$ cat src/rtl/dmem_arbiter.sv
// Data-memory port arbiter: round-robin CPU/DMA single beats plus locked DMA bursts capped at MAX_BURST.
// Define DMEM_ARB_PERF_EN to build the saturating CPU stall-cycle counter on perf_stall_cnt.
module dmem_arbiter #(
  parameter int AW        = 32,
  parameter int DW        = 32,
  parameter int MAX_BURST = 8
) (
  input  logic          clk,
  input  logic          rst,
  input  logic          cpu_req,
  input  logic          cpu_wen,
  input  logic [AW-1:0] cpu_addr,
  input  logic [DW-1:0] cpu_wdata,
  input  logic [3:0]    cpu_byte_en,
  output logic          cpu_gnt,
  output logic          cpu_stall,
  output logic          cpu_rvalid,
  output logic [DW-1:0] cpu_rdata,
  input  logic          dma_req,
  input  logic          dma_wen,
  input  logic [AW-1:0] dma_addr,
  input  logic [DW-1:0] dma_wdata,
  input  logic [3:0]    dma_byte_en,
  input  logic          dma_lock,
  output logic          dma_gnt,
  output logic          dma_rvalid,
  output logic [DW-1:0] dma_rdata,
  output logic          mem_en,
  output logic          mem_wen,
  output logic [AW-1:0] mem_addr,
  output logic [DW-1:0] mem_wdata,
  output logic [3:0]    mem_byte_en,
  input  logic [DW-1:0] mem_rdata,
  output logic [31:0]   perf_stall_cnt
);

  localparam int CW = $clog2(MAX_BURST + 1);

  typedef enum logic {ARB, BURST} state_t;

  state_t        fsm;
  logic          last_owner;
  logic [CW-1:0] burst_cnt;
  logic          rd_owner;
  logic          rd_pending;
  logic          lock_block;

  logic          eff_lock;
  logic          arb_cycle;
  logic          cpu_win;
  logic          dma_win;
  logic [CW-1:0] cnt_next;

  // Grant decision: combinational, forced low while reset is asserted
  always_comb begin
    eff_lock  = dma_lock & ~lock_block;
    arb_cycle = (fsm == ARB) | ~eff_lock;
    cnt_next  = burst_cnt + CW'(1);
    cpu_win   = 1'b0;
    dma_win   = 1'b0;
    if (!rst) begin
      if (arb_cycle) begin
        if (cpu_req && dma_req) begin
          cpu_win = last_owner;
          dma_win = ~last_owner;
        end else begin
          cpu_win = cpu_req;
          dma_win = dma_req;
        end
      end else begin
        dma_win = dma_req;
      end
    end
  end

  assign cpu_gnt   = cpu_win;
  assign dma_gnt   = dma_win;
  assign cpu_stall = cpu_req & ~cpu_win & ~rst;

  assign mem_en      = cpu_win | dma_win;
  assign mem_wen     = cpu_win ? cpu_wen     : (dma_win ? dma_wen     : 1'b0);
  assign mem_addr    = cpu_win ? cpu_addr    : (dma_win ? dma_addr    : '0);
  assign mem_wdata   = cpu_win ? cpu_wdata   : (dma_win ? dma_wdata   : '0);
  assign mem_byte_en = cpu_win ? cpu_byte_en : (dma_win ? dma_byte_en : 4'b0000);

  assign cpu_rvalid = rd_pending & ~rd_owner;
  assign dma_rvalid = rd_pending & rd_owner;
  assign cpu_rdata  = cpu_rvalid ? mem_rdata : '0;
  assign dma_rdata  = dma_rvalid ? mem_rdata : '0;

  // Arbitration state, burst tracking and read-return bookkeeping
  always_ff @(posedge clk or posedge rst) begin
    if (rst) begin
      fsm        <= ARB;
      last_owner <= 1'b1;
      burst_cnt  <= '0;
      rd_owner   <= 1'b0;
      rd_pending <= 1'b0;
      lock_block <= 1'b0;
    end else begin
      if (cpu_win || dma_win) begin
        last_owner <= dma_win;
        rd_owner   <= dma_win;
      end
      rd_pending <= (cpu_win & ~cpu_wen) | (dma_win & ~dma_wen);
      if (!dma_lock) lock_block <= 1'b0;
      case (fsm)
        ARB: begin
          if (dma_win && eff_lock) begin
            if (MAX_BURST == 1) begin
              lock_block <= 1'b1;
            end else begin
              fsm       <= BURST;
              burst_cnt <= CW'(1);
            end
          end
        end
        BURST: begin
          if (!dma_lock) begin
            fsm       <= ARB;
            burst_cnt <= '0;
          end else if (dma_win) begin
            // Beat that reaches the cap releases the port; lock must drop before it is honoured again
            if (cnt_next == CW'(MAX_BURST)) begin
              fsm        <= ARB;
              burst_cnt  <= '0;
              lock_block <= 1'b1;
            end else begin
              burst_cnt <= cnt_next;
            end
          end
        end
        default: fsm <= ARB;
      endcase
    end
  end

`ifdef DMEM_ARB_PERF_EN
  logic [31:0] stall_cnt;

  always_ff @(posedge clk or posedge rst) begin
    if (rst) begin
      stall_cnt <= '0;
    end else if (cpu_stall && (stall_cnt != 32'hFFFF_FFFF)) begin
      stall_cnt <= stall_cnt + 32'd1;
    end
  end

  assign perf_stall_cnt = stall_cnt;
`else
  assign perf_stall_cnt = 32'd0;
`endif

endmodule

$ cat config.mk
export PLATFORM = sky130hd
export DESIGN_NAME = dmem_arbiter
export DESIGN_NICKNAME = d
export VERILOG_FILES = /design/src/rtl/dmem_arbiter.sv
export SDC_FILE = /design/constraint.sdc
export NUM_CORES = 1
export LEC_CHECK = 0
export ABC_AREA = 1
export ABC_CLOCK_PERIOD_IN_PS = 2350
export CORE_AREA = 2 2 135 137
export CTS_CLUSTER_DIAMETER = 200
export DETAILED_ROUTE_END_ITERATION = 10
export DIE_AREA = 0 0 137 139
export SYNTH_ARGS = -nofsm -noshare
export SYNTH_HDL_FRONTEND = slang
export SYNTH_SLANG_ARGS = --single-unit
$ cat constraint.sdc
create_clock -name clk -period 2.35 [get_ports clk]
set_clock_uncertainty 0.2 [all_clocks]
set_input_delay 0.705 -clock clk [delete_from_list [all_inputs] [get_ports clk]]
set_output_delay 0.705 -clock clk [all_outputs]
set_load 0.005 [all_outputs]
* Word level (Yosys, flattened, before mapping)
Cells that the tools add are included.
** Cells by class
- Add/subtract/negate cells :: 1
- $mul :: 0
- Div/mod/pow operators :: 0
- $lt $le $gt $ge :: 0
- Equality and inequality tests :: 3
- Shifts and indexed selects :: 0
- Multiplexer cells :: 31
- Bitwise operators :: 19
- Reduce and logical (&&, ||, !) cells :: 4
** Operators with widths (count)
- $mux W32 :: 6
- $mux W4 :: 6
- $mux W1 :: 17
- $not A1 Y1 :: 9
- $pmux W4 S2 :: 1
- $and A1 B1 Y1 :: 7
- $add A4 B1 Y4 const B :: 1
- $eq A4 B4 Y1 const B :: 1
- $ne A3 B2 Y1 const B :: 1
- $or A1 B1 Y1 :: 3
- $logic_and A1 B1 Y1 :: 2
- $ne A2 B1 Y1 const B :: 1
- $pmux W1 S2 :: 1
- $reduce_and A2 Y1 :: 1
- $logic_or A1 B1 Y1 :: 1
** Storage, ports and cells
- Register bits :: 9
- Latch bits :: 0
- Memory bits (writable) :: 0
- Bits in read-only memories :: 0
- Bits of input ports :: 175
- Output and inout bits :: 171
- Word-level logic and storage cells :: 64
- Memories kept :: 0

* Logic depth before layout (Yosys ltp)
Gate-level depths: netlist of run 1.
- Depth after elaboration :: 9
- Mapped depth :: 10
- Mapped depth without buffers :: 10

* Worst setup path after synthesis of run 1
Ideal clock, no wire load.
- Kind :: input-to-output
- Start :: input dma_lock
- End :: output mem_byte_en[0]
- Arrival :: 1.438 ns
- Required time :: 1.445 ns
- Path slack :: 0.007 ns
- Stages on the path :: 7
- Path through :: buf_4 -> nand3_4 -> o211ai_2 -> inv_4 -> buf_6 -> nand2_1 -> nand2_1
** On the way
- Elaborated cells between the ends (all ways) :: 9
- Classes of those cells :: 6 x mux; 3 x bitwise
** RTL lines
- start, declared :: line 24 : input logic dma_lock,
- $and A1 B1 Y1 :: line 56 : eff_lock = dma_lock & ~lock_block;
- $not A1 Y1 :: line 57 : arb_cycle = (fsm == ARB) | ~eff_lock;
- $or A1 B1 Y1 :: line 57
- $mux W1 :: line 62 : if (arb_cycle) begin
- $mux W1 :: line 61 : if (!rst) begin
- net cpu_gnt :: line 15 : output logic cpu_gnt,
- $mux W4 :: line 84 : assign mem_byte_en = cpu_win ? cpu_byte_en : (dma_win ? dma_byte_en : 4'b0000);
- end, declared :: line 32 : output logic [3:0] mem_byte_en,
The timed path passes the listed nets, and every way through them passes these cells.

* Worst setup path in the final report of run 1
- Start :: input dma_req
- End :: output mem_wdata[21]
** On the way
- Longest elaborated chain between the ends :: 6
- Elaborated cells between the ends (all ways) :: 9
- Classes of those cells :: 8 x mux; 1 x reduce/logical
** Ends and longest elaborated chain
- start, declared :: line 19 : input logic dma_req,
- $logic_and A1 B1 Y1 :: line 63 : if (cpu_req && dma_req) begin
- $mux W1 :: line 63
- $mux W1 :: line 62
- $mux W1 :: line 61
- $mux W32 :: line 83 : assign mem_wdata = cpu_win ? cpu_wdata : (dma_win ? dma_wdata : '0);
- $mux W32 (*) :: line 83
- end, declared :: line 31 : output logic [DW-1:0] mem_wdata,
Every way passes the cells marked *; elsewhere a longest branch is shown, timed or not.

==> qor.csv, run 1 <==
stage,metric,value,unit
logic_synthesis,ys_warn_count,0,
route,drtIter0Drc,82,
global_route,antenna_found_initial,0,
logic_synthesis,synth_top_area_frac,0.408,
die,io_pins,346,
timing,finalWorstSetupSlack,-403,ps
power_and_ir_drop,ir_drop,213,µV
clock_tree,insertion_delay,240,ps
critical_path,cp_common_cell,buf_12,
logic_synthesis,yosysMostFrequentCell,nand2_1,
critical_path,path_delay_family,buffers and inverters,
min_path,hold_path_class,reg -> reg,
clock_tree,h-tree-depth,1,
logic_synthesis,async_flop_share,1.00,
timing,period_share,1.17,
power_and_ir_drop,leakage,3.89,nW
critical_path,crit_chain,buf_8 > inv_6 > o211ai_4 > inv_4 > buf_12 > buf_12 > buf_16 > buf_12 > nand2_4 > nand2_2 > buf_2,
placed_design,gp_congestion,0.814,
timing,finalSetupViolations,72,
clock_tree,cts_tree,built,
route,detail-route-antenna-nets,0,
critical_path,cp-end-kind,output pin,
die,die_y,139,µm
placed_design,dp_hpwl,10.0,mm
critical_path,start_kind,input pin,
final_layout,drive_gt1_frac,0.473,
final_layout,nets,1001,
logic_synthesis,yosysSeqAreaShare,0.104,
placed_design,dp_slack,-1140,ps
placed_design,numPortBuffers,313,
global_route,grt_pass1_wl,20.2,mm
critical_path,r2r_setup_slack,510,ps
logic_synthesis,synth_edf_count,0,
route,drcViolationCount,0,
clock_tree,path_clk_slew,40,ps
logic_synthesis,syn-instance-count,443,
final_layout,syn2layout_area_growth,205,%
die,start_util,0.124,
global_route,grt_max_degree,18,
clock_tree,clock_sinks,9,
timing,slew_viol_final,0,
critical_path,max_stage_delay,230,ps
logic_synthesis,netlist_area,0.00219,mm²
critical_path,worstPathRequired,1440,ps
power_and_ir_drop,cellPowerDensity,271,mW/mm²
die,rows,49,
global_route,grt_usage,0.135,
logic_synthesis,synth_top_flop_cell,dfrtp_1,
timing,hold_violations,0,
placed_design,placed_cells,987,
run_status,status,"finished, violations left",
route,wl,14.2,mm
route,avgViaCountPerCell,3.84,
global_route,grt_pass1_vias,3896,
clock_tree,cts_root_buffer,clkbuf_16,
timing,rsz0062_at_grt,true,
critical_path,crit_fanout,4,
die,dieArea,0.0190,mm²
clock_tree,cts_buffer_depth,2,
logic_synthesis,ys_seq_elements,9,
power_and_ir_drop,finalPower,1.81,mW
final_layout,fin_util,0.377,
logic_synthesis,ys_types,25,
final_layout,stdcell_count,1052,
route,num_vias,4039,
critical_path,critical_path_buf_inv_count,8,
die,fp.dieW,137,µm
run_status,violations,negative setup slack,
global_route,gr-total-overflow,0,
logic_synthesis,synth_top_cells_by_count,"nand2_1 (238), nor2_1 (72), inv_1 (46)",
final_layout,diodes,0,
timing,fin_crit,2750,ps
flow_run,cap_viol_max_count,0,
logic_synthesis,syn-mean-instance-area,4.94,µm²
logic_synthesis,synth_top_area_cell,nand2_1,
route,first_pass_iters,4,
die,core-area,0.0177,mm²
clock_tree,hold_buffers,0,
timing,max_freq,0.363,GHz
critical_path,critPathKind,in -> out,
critical_path,crit_slowest_cell,o211ai_4,
logic_synthesis,synth_area_leaders,"nand2_1 (41%), nor2_1 (12%), buf_4 (12%), dfrtp_1 (9.2%), inv_1 (7.9%)",
critical_path,worstPathArrival,1850,ps
route,avgRoutedWirePerCell,13.5,µm
clock_tree,cts_buffers,3,
-- what timing repair did --
action                     CTS  global route
buffers inserted            44            18
gates cloned                14             0
setup endpoints to repair  139           122
pin swaps                   40            59
gates resized for setup    665           203
-- layout make-up --
| class | instances | area (µm²) |
|---|---|---|
| Sequential cell | 9 | 226 |
| Timing Repair inverter | 1 | 7.51 |
| Multi-Input combinational cell | 363 | 2030 |
| Clock buffer | 4 | 78.8 |
| Inverter | 48 | 195 |
| Timing Repair Buffer | 398 | 3840 |
| Tap cell | 229 | 287 |
| Fill cell | 1865 | 11000 |
-- placed cells by master, fill, tap and decap left out, drive strengths merged, types with 2 or more instances in the layout --
master / instances
dlymetal6s2s: 19
clkdlybuf4s15: 4
buf: 214
a21oi: 3
nor2: 72
conb: 32
ha: 2
dfrtp: 8
clkdlybuf4s50: 145
nand3: 4
inv: 48
nand2: 240
nand4: 3
clkbuf: 6
dlygate4sd2: 13
o21ai: 4
-- final timing paths --
path,cells after the start,from,end
max,11,dma_req,mem_wdata[21]
min,2,last_owner,last_owner
max reg2reg,11,last_owner,lock_block
min reg2reg,2,last_owner,last_owner
max in group asynchronous,3,rst,last_owner
min in group asynchronous,3,rst,burst_cnt[0]
-- cell families (layout without fill, tap and decap cells) --
family | after synthesis | count (layout) | synth area share
AO/OA/AOI/OAI | 9 | 9 | 0.0280
flip-flops | 9 | 9 | 0.104
buffers and inverters | 102 | 451 | 0.285
AND/OR/NAND/NOR | 320 | 320 | 0.570
other | 1 | 32 | 0.00171
adder cells (fa/ha/maj) | 2 | 2 | 0.0114
-- worst reg2reg max path, cell delays in order, from the launching register on --
cell,delay [ps]
dfstp_2,560
nand2_1,60
inv_1,60
nand2_2,60
nand2_4,100
inv_8,40
buf_12,140
buf_4,140
buf_6,110
buf_4,130
nand3_2,70
a21oi_1,60
-- sequential cells by signal, indices dropped and copies added (netlist names) --
signal,cells
rd_owner,1
lock_block,1
fsm,1
burst_cnt,4
last_owner,1
rd_pending,1
-- power breakdown --
group / switching [mW] / leakage [nW] / total (mW) / internal (mW)
sequential: 0.0182 / 0.116 / 0.192 / 0.173
clock: 0.0796 / 0.0382 / 0.307 / 0.227
combinational: 0.537 / 3.74 / 1.31 / 0.770
total: 0.635 / 3.89 / 1.81 / 1.17
-- through the flow --
stage | TNS [ps] | cell area (µm²) | hold slack, ps
6_report | -19920 | 6660 | 317
5_1_grt | -24480 | 6660 | 343
3_5_place_dp | -102490 | 5560 | 285
4_1_cts | -22020 | 6200 | 304
2_1_floorplan | 0 | 2300 | 262
3_3_place_gp | -101450 | 5560 | 276
-- metal layers --
metal	up-vias	share of wire	track usage
li1	1991	-	-
met3	20	0.093	0.0260
met2	227	0.53	0.263
met5	-	0	0
met4	0	0.016	0.0266
met1	1801	0.36	0.148
No activity file was read; power rests on OpenSTA's default activity.
==> run 2, diff against run 1 <==
==> config.mk (replaced) <==
export PLATFORM = sky130hd
export DESIGN_NAME = dmem_arbiter
export DESIGN_NICKNAME = d
export VERILOG_FILES = /design/src/rtl/dmem_arbiter.sv
export SDC_FILE = /design/constraint.sdc
export NUM_CORES = 1
export LEC_CHECK = 0
export ABC_AREA = 0
export ABC_CLOCK_PERIOD_IN_PS = 2350
export CORE_AREA = 2 2 133 135
export CTS_CLUSTER_DIAMETER = 200
export DETAILED_ROUTE_END_ITERATION = 10
export DIE_AREA = 0 0 135 137
export SYNTH_ARGS = -nofsm -noshare
export SYNTH_HDL_FRONTEND = slang
export SYNTH_SLANG_ARGS = --single-unit
==> run 2 against run 1 <==
Effect of this change:
- the flow still finishes with violations (negative setup slack)
- wire length grew 6.4%
- total power shrank 7.2%
- non-clock buffer count shrank 14
- hold slack gained 0.58 ps
- clock-buffer cell count is the same
- critical path type unchanged
- largest cell class unchanged
==> qor.csv, run 2 <==
stage,metric,value,unit,change
die,start_util,0.120,,was 0.124
route,first_pass_iters,6,,was 4
critical_path,crit_slowest_cell,a21o_4,,was o211ai_4
clock_tree,cts_root_buffer,clkbuf_16,,unchanged
route,num_vias,3516,,"was 4,039"
min_path,hold_path_class,reg -> reg,,unchanged
critical_path,r2r_setup_slack,560,ps,was 510 ps
placed_design,dp_hpwl,11.0,mm,was 10.0 mm
final_layout,drive_gt1_frac,0.375,,was 0.473
logic_synthesis,syn-mean-instance-area,7.83,µm²,was 4.94 µm²
die,die_y,137,µm,was 139 µm
critical_path,r2r_cells,4,,was 11
final_layout,nets,804,,"was 1,001"
critical_path,worstPathArrival,1980,ps,was 1850 ps
logic_synthesis,async_flop_share,1.00,,unchanged
critical_path,crit_fanout,6,,was 4
critical_path,crit_chain,buf_8 > nand2b_4 > o21bai_4 > a21o_4 > inv_8 > buf_12 > buf_12 > buf_16 > a22o_1 > buf_2,,was buf_8 > inv_6 > o211ai_4 > inv_4 > buf_12 > buf_12 > buf_16 > buf_12 > nand2_4 > nand2_2 > buf_2
timing,finalSetupViolations,73,,was 72
logic_synthesis,synth_area_leaders,"a22o_1 (30%), buf_4 (14%), and2_1 (11%), and3_1 (9.8%), dfrtp_1 (9.8%)",,"was nand2_1 (41%), nor2_1 (12%), buf_4 (12%), dfrtp_1 (9.2%), inv_1 (7.9%)"
critical_path,r2r-end,fsm,,was lock_block
logic_synthesis,netlist_area,0.00205,mm²,was 0.00219 mm²
timing,hold_slack,318,ps,was 317 ps
global_route,grt_pass1_vias,3303,,"was 3,896"
final_layout,most-common-layout-cells,"clkdlybuf4s50_1 (143), buf_2 (98), a22o_1 (69)",,"was clkdlybuf4s50_1 (145), nand2_1 (121), buf_2 (109)"
die,rows,48,,was 49
final_layout,multi_input_area,0.00162,mm²,was 0.00203 mm²
die,core-area,0.0171,mm²,was 0.0177 mm²
logic_synthesis,synth_top_area_frac,0.299,,was 0.408
critical_path,critPathKind,in -> out,,unchanged
clock_tree,insertion_delay,240,ps,about the same
power_and_ir_drop,cellPowerDensity,283,mW/mm²,was 271 mW/mm²
timing,rsz0062_at_grt,true,,unchanged
final_layout,design_area,0.00591,mm²,was 0.00666 mm²
power_and_ir_drop,leakage,3.05,nW,was 3.89 nW
timing,fin_crit,2890,ps,was 2750 ps
route,avgRoutedWirePerCell,17.8,µm,was 13.5 µm
global_route,grt_pass1_wl,20.3,mm,was 20.2 mm
final_layout,final_common_cell,clkdlybuf4s50_1,,unchanged
route,avgViaCountPerCell,4.13,,was 3.84
route,drcViolationCount,0,,unchanged
route,detail-route-antenna-nets,0,,unchanged
clock_tree,path_clk_slew,40,ps,about the same
critical_path,r2r_start,lock_block,,was last_owner
logic_synthesis,synth_top_area_cell,a22o_1,,was nand2_1
final_layout,regMostFlops,burst_cnt,,unchanged
clock_tree,cts_buffers,3,,unchanged
logic_synthesis,ys_types,38,,was 25
logic_synthesis,syn-instance-count,262,,was 443
clock_tree,cts_tree,built,,unchanged
global_route,grt_max_degree,18,,unchanged
timing,period_share,1.23,,was 1.17
route,drtIter0Drc,109,,was 82
critical_path,cp_common_cell,buf_12,,unchanged
final_layout,largest_register_ffs,4,,unchanged
critical_path,start_kind,input pin,,unchanged
final_layout,fin_util,0.347,,was 0.377
placed_design,placed_cells,804,,was 987
global_route,antenna_found_initial,0,,unchanged
clock_tree,hold_buffers,0,,unchanged
die,fp.dieW,135,µm,was 137 µm
min_path,hold_depth,1,,was 2
final_layout,syn2layout_area_growth,188,%,was 205%
clock_tree,clock_sinks,9,,unchanged
critical_path,cp-end-kind,output pin,,unchanged
die,dieArea,0.0185,mm²,was 0.0190 mm²
logic_synthesis,synth_edf_count,0,,unchanged
timing,max_freq,0.346,GHz,was 0.363 GHz
clock_tree,h-tree-depth,1,,unchanged
global_route,gr-total-overflow,0,,unchanged
timing,hold_violations,0,,unchanged
run_status,status,"finished, violations left",,unchanged
critical_path,max_stage_delay,210,ps,was 230 ps
run_status,violations,negative setup slack,,unchanged
min_path,hold_path_end,last_owner,,unchanged
logic_synthesis,synth_top_flop_cell,dfrtp_1,,unchanged
placed_design,gp_congestion,0.758,,was 0.814
logic_synthesis,ys_warn_count,0,,unchanged
die,io_pins,346,,unchanged
final_layout,regArea,229,µm²,was 226 µm²
logic_synthesis,yosysSeqAreaShare,0.110,,was 0.104
flow_run,cap_viol_max_count,0,,unchanged
logic_synthesis,ys_seq_elements,9,,unchanged
logic_synthesis,synth_top_cells_by_count,"a22o_1 (70), buf_4 (38), and2_1 (37)",,"was nand2_1 (238), nor2_1 (72), inv_1 (46)"
route,wl,15.1,mm,was 14.2 mm
placed_design,numPortBuffers,313,,unchanged
power_and_ir_drop,ir_drop,186,µV,was 213 µV
logic_synthesis,yosysMostFrequentCell,a22o_1,,was nand2_1
final_layout,nFillCells,1858,,"was 1,865"
final_layout,stdcell_count,851,,"was 1,052"
final_layout,diodes,0,,unchanged
timing,finalWorstSetupSlack,-536,ps,was -403 ps
min_path,hp-start,last_owner,,unchanged
critical_path,worstPathRequired,1440,ps,about the same
clock_tree,cts_buffer_depth,2,,unchanged
placed_design,dpl_cell_area,0.00544,mm²,was 0.00556 mm²
timing,slew_viol_final,0,,unchanged
global_route,grt_usage,0.146,,was 0.135
timing,setup_tns,-32280,ps,"was -19,920 ps"
==> run 2: per-stage QoR <==
step	setup WS (ps)	power [mW]
3_5_place_dp	-1360	1.21
5_1_grt	-572	1.76
2_1_floorplan	-142	0.534
4_1_cts	-573	1.67
3_3_place_gp	-1370	1.21
6_report	-536	1.68
==> run 2: worst max-delay path, delay by kind of cell <==
| family | cells | cell delay (ps) |
|---|---|---|
| buf+inv | 6 | 620 |
| simple gates | 1 | 130 |
| compound gates | 3 | 520 |
==> run 2: cell type report <==
cell class | count | share of cell area
Timing Repair Buffer | 384 | 0.620
Multi-Input combinational cell | 222 | 0.275
Tap cell | 225 | 0.0476
Sequential cell | 9 | 0.0387
Clock buffer | 4 | 0.0133
Inverter | 7 | 0.00572
==> run 2: kinds of logic after synthesis <==
family,share of synthesized area
compound gates,0.384
other cells,0.00183
flops,0.110
buf+inv,0.210
simple gates,0.282
fa+ha+maj,0.0122
==> run 2: where the power goes <==
part	total (mW)	internal [mW]	switching, mW	leakage [nW]
logic	1.17	0.741	0.433	2.91
registers	0.190	0.172	0.0180	0.111
clock network	0.311	0.228	0.0836	0.0382
==> run 2: metal layers <==
layer	routed length (µm)	vias up	track usage
met5	0	-	0
met4	122	0	0.0197
met3	1480	9	0.0356
met2	7790	218	0.272
met1	5740	1629	0.172
li1	-	1660	-
==> run 2: how the worst max path moves through the flow <==
stage | end | startpoint
detailed placement | mem_wdata[28] | rst
CTS | mem_wdata[3] | rst
finish | mem_wdata[8] | rst
global placement | mem_wdata[23] | rst
floorplan | mem_byte_en[0] | rst
global route | mem_wdata[26] | rst
==> run 2: repair_timing <==
action                     4_1_cts  5_1_grt
pin swaps                       18       24
gates resized for setup        603       55
gates cloned                    12        1
buffers inserted                30        2
setup endpoints to repair      140      100
==> run 3, diff against run 2 <==
--- a/config.mk
+++ b/config.mk
@@ -11,6 +11,8 @@
 export CTS_CLUSTER_DIAMETER = 200
 export DETAILED_ROUTE_END_ITERATION = 10
 export DIE_AREA = 0 0 135 137
+export HOLD_SLACK_MARGIN = 0.03
+export REMOVE_ABC_BUFFERS = 1
 export SYNTH_ARGS = -nofsm -noshare
 export SYNTH_HDL_FRONTEND = slang
 export SYNTH_SLANG_ARGS = --single-unit
==> run 3 against run 2 <==
Effect of this change:
- the flow still finishes with violations (negative setup slack)
- non-clock buffer count grew 2
- highest routed layer unchanged
- total power shrank 0.17%
- clock power is essentially flat
==> qor.csv, run 3 (same netlist as run 2, synthesis figures left out) <==
stage,metric,value,unit,change
clock_tree,insertion_delay,240,ps,about the same
global_route,gr-total-overflow,0,,unchanged
global_route,grt_max_degree,34,,was 18
power_and_ir_drop,p_comb_frac,0.702,,was 0.701
placed_design,gp_congestion,0.871,,was 0.758
placed_design,dpl_cell_area,0.00547,mm²,was 0.00544 mm²
critical_path,worstPathArrival,2030,ps,was 1980 ps
final_layout,syn2layout_area_growth,185,%,was 188%
power_and_ir_drop,cellPowerDensity,286,mW/mm²,was 283 mW/mm²
clock_tree,path_clk_slew,40,ps,about the same
power_and_ir_drop,p_sw_frac,0.324,,was 0.319
final_layout,largest_register_ffs,4,,unchanged
placed_design,dp_slack,-1310,ps,was -1360 ps
run_status,status,"finished, violations left",,unchanged
global_route,grt_pass1_vias,3309,,"was 3,303"
global_route,grt_pass1_wl,20.7,mm,was 20.3 mm
timing,finalWorstSetupSlack,-582,ps,was -536 ps
power_and_ir_drop,seqPwrFrac,0.111,,was 0.113
clock_tree,cts_root_buffer,clkbuf_16,,unchanged
final_layout,fin_util,0.343,,was 0.347
route,detail-route-antenna-nets,0,,unchanged
timing,finalSetupViolations,82,,was 73
route,avgViaCountPerCell,4.01,,was 4.13
min_path,hold_path_class,reg -> reg,,unchanged
timing,period_share,1.25,,was 1.23
final_layout,multi_input_area,0.00161,mm²,was 0.00162 mm²
timing,setup_tns,-33700,ps,"was -32,280 ps"
route,wl,15.0,mm,was 15.1 mm
final_layout,regMostFlops,burst_cnt,,unchanged
critical_path,cp-end-kind,output pin,,unchanged
die,dieArea,0.0185,mm²,unchanged
final_layout,nFillCells,1823,,"was 1,858"
clock_tree,cts_buffers,3,,unchanged
route,drcViolationCount,0,,unchanged
timing,max_freq,0.341,GHz,was 0.346 GHz
final_layout,nets,807,,was 804
final_layout,diodes,0,,unchanged
clock_tree,h-tree-depth,1,,unchanged
die,fp.dieW,135,µm,unchanged
critical_path,r2r_start,burst_cnt[0],,was lock_block
flow_run,cap_viol_max_count,0,,unchanged
power_and_ir_drop,finalPower,1.67,mW,was 1.68 mW
route,drtIter0Drc,164,,was 109
power_and_ir_drop,netSwitchingPower,542,µW,was 535 µW
final_layout,regArea,226,µm²,was 229 µm²
final_layout,final_common_cell,clkdlybuf4s50_1,,unchanged
clock_tree,cts_buffer_depth,2,,unchanged
die,rows,48,,unchanged
timing,fin_crit,2930,ps,was 2890 ps
timing,hold_violations,0,,unchanged
power_and_ir_drop,leakage,3.04,nW,was 3.05 nW
critical_path,critPathKind,in -> out,,unchanged
min_path,hp-start,last_owner,,unchanged
final_layout,most-common-layout-cells,"clkdlybuf4s50_1 (146), buf_2 (107), a22o_1 (69)",,"was clkdlybuf4s50_1 (143), buf_2 (98), a22o_1 (69)"
final_layout,design_area,0.00586,mm²,was 0.00591 mm²
placed_design,numPortBuffers,313,,unchanged
critical_path,crit_fanout,8,,was 6
route,avgRoutedWirePerCell,17.6,µm,was 17.8 µm
timing,hold_slack,326,ps,was 318 ps
final_layout,stdcell_count,854,,was 851
die,start_util,0.120,,unchanged
die,core-area,0.0171,mm²,unchanged
placed_design,dp_hpwl,11.1,mm,was 11.0 mm
clock_tree,hold_buffers,0,,unchanged
route,first_pass_iters,4,,was 6
route,num_vias,3421,,"was 3,516"
power_and_ir_drop,power.share.clock,0.186,,about the same
clock_tree,clock_sinks,9,,unchanged
final_layout,drive_gt1_frac,0.378,,was 0.375
placed_design,placed_cells,808,,was 804
global_route,grt_usage,0.147,,was 0.146
timing,rsz0062_at_grt,true,,unchanged
power_and_ir_drop,internal_power,1.13,mW,was 1.14 mW
critical_path,start_kind,input pin,,unchanged
run_status,violations,negative setup slack,,unchanged
global_route,antenna_found_initial,0,,unchanged
die,io_pins,346,,unchanged
critical_path,critPathLaunch,rst,,unchanged
die,die_y,137,µm,unchanged
critical_path,worstPathRequired,1440,ps,about the same
timing,slew_viol_final,0,,unchanged
clock_tree,cts_tree,built,,unchanged
power_and_ir_drop,ir_drop,263,µV,was 186 µV
run 3: cell count changes in the layout (fill, tap and decap cells not counted), sizes merged:
cell           previous run  this run
dlygate4sd2              32        18
buf                     190       200
clkdlybuf4s15             6         9
clkdlybuf4s50           143       146
bufbuf                    2         0
dlymetal6s2s              7         9
inv                       7         8
run 3: path summary, 6_finish.rpt:
path	to	slack (ps)	cells past startpoint
worst max-delay path	mem_wdata[14]	-580	10
worst min-delay path	last_owner	330	1
worst max register to register	fsm	530	5
worst min register to register	last_owner	330	1
max in group asynchronous	last_owner	1260	3
min in group asynchronous	lock_block	370	3
run 3: power groups by stage:
stage	registers, mW	logic, mW	clock network [mW]
floorplan	0.201	0.257	0
detailed placement	0.185	1.04	0
CTS	0.186	1.18	0.312
global placement	0.184	1.04	0
global route	0.189	1.25	0.327
finish	0.186	1.17	0.312
run 3: final cells by class:
cell class                      instances  share of cell area
Clock buffer                            4              0.0135
Inverter                                7             0.00577
Multi-Input combinational cell        222               0.275
Sequential cell                         9              0.0387
Tap cell                              225              0.0481
Timing Repair Buffer                  386               0.617
Timing Repair inverter                  1             0.00192
run 3: what timing repair did:
item	in CTS	in global routing
pin swaps	55	27
gates resized for setup	625	62
endpoints found under the setup margin	140	133
buffers inserted	29	10
cloned	13	2
run 3: worst max-delay path: stages:
cell and delay, ps:
buf_6 90, nand2b_4 130, o21bai_4 170, a21o_4 210, inv_8 60, buf_12 120, buf_12 110, buf_8 110
a22o_1 180, buf_2 130
run 3: per-layer routing:
layer / part of all wire / vias up / GRT usage
met4: 0.0028 / 0 / 0.00868
met5: 0 / - / 0
met1: 0.41 / 1557 / 0.187
met2: 0.50 / 196 / 0.260
met3: 0.090 / 4 / 0.0385
li1: - / 1664 / -
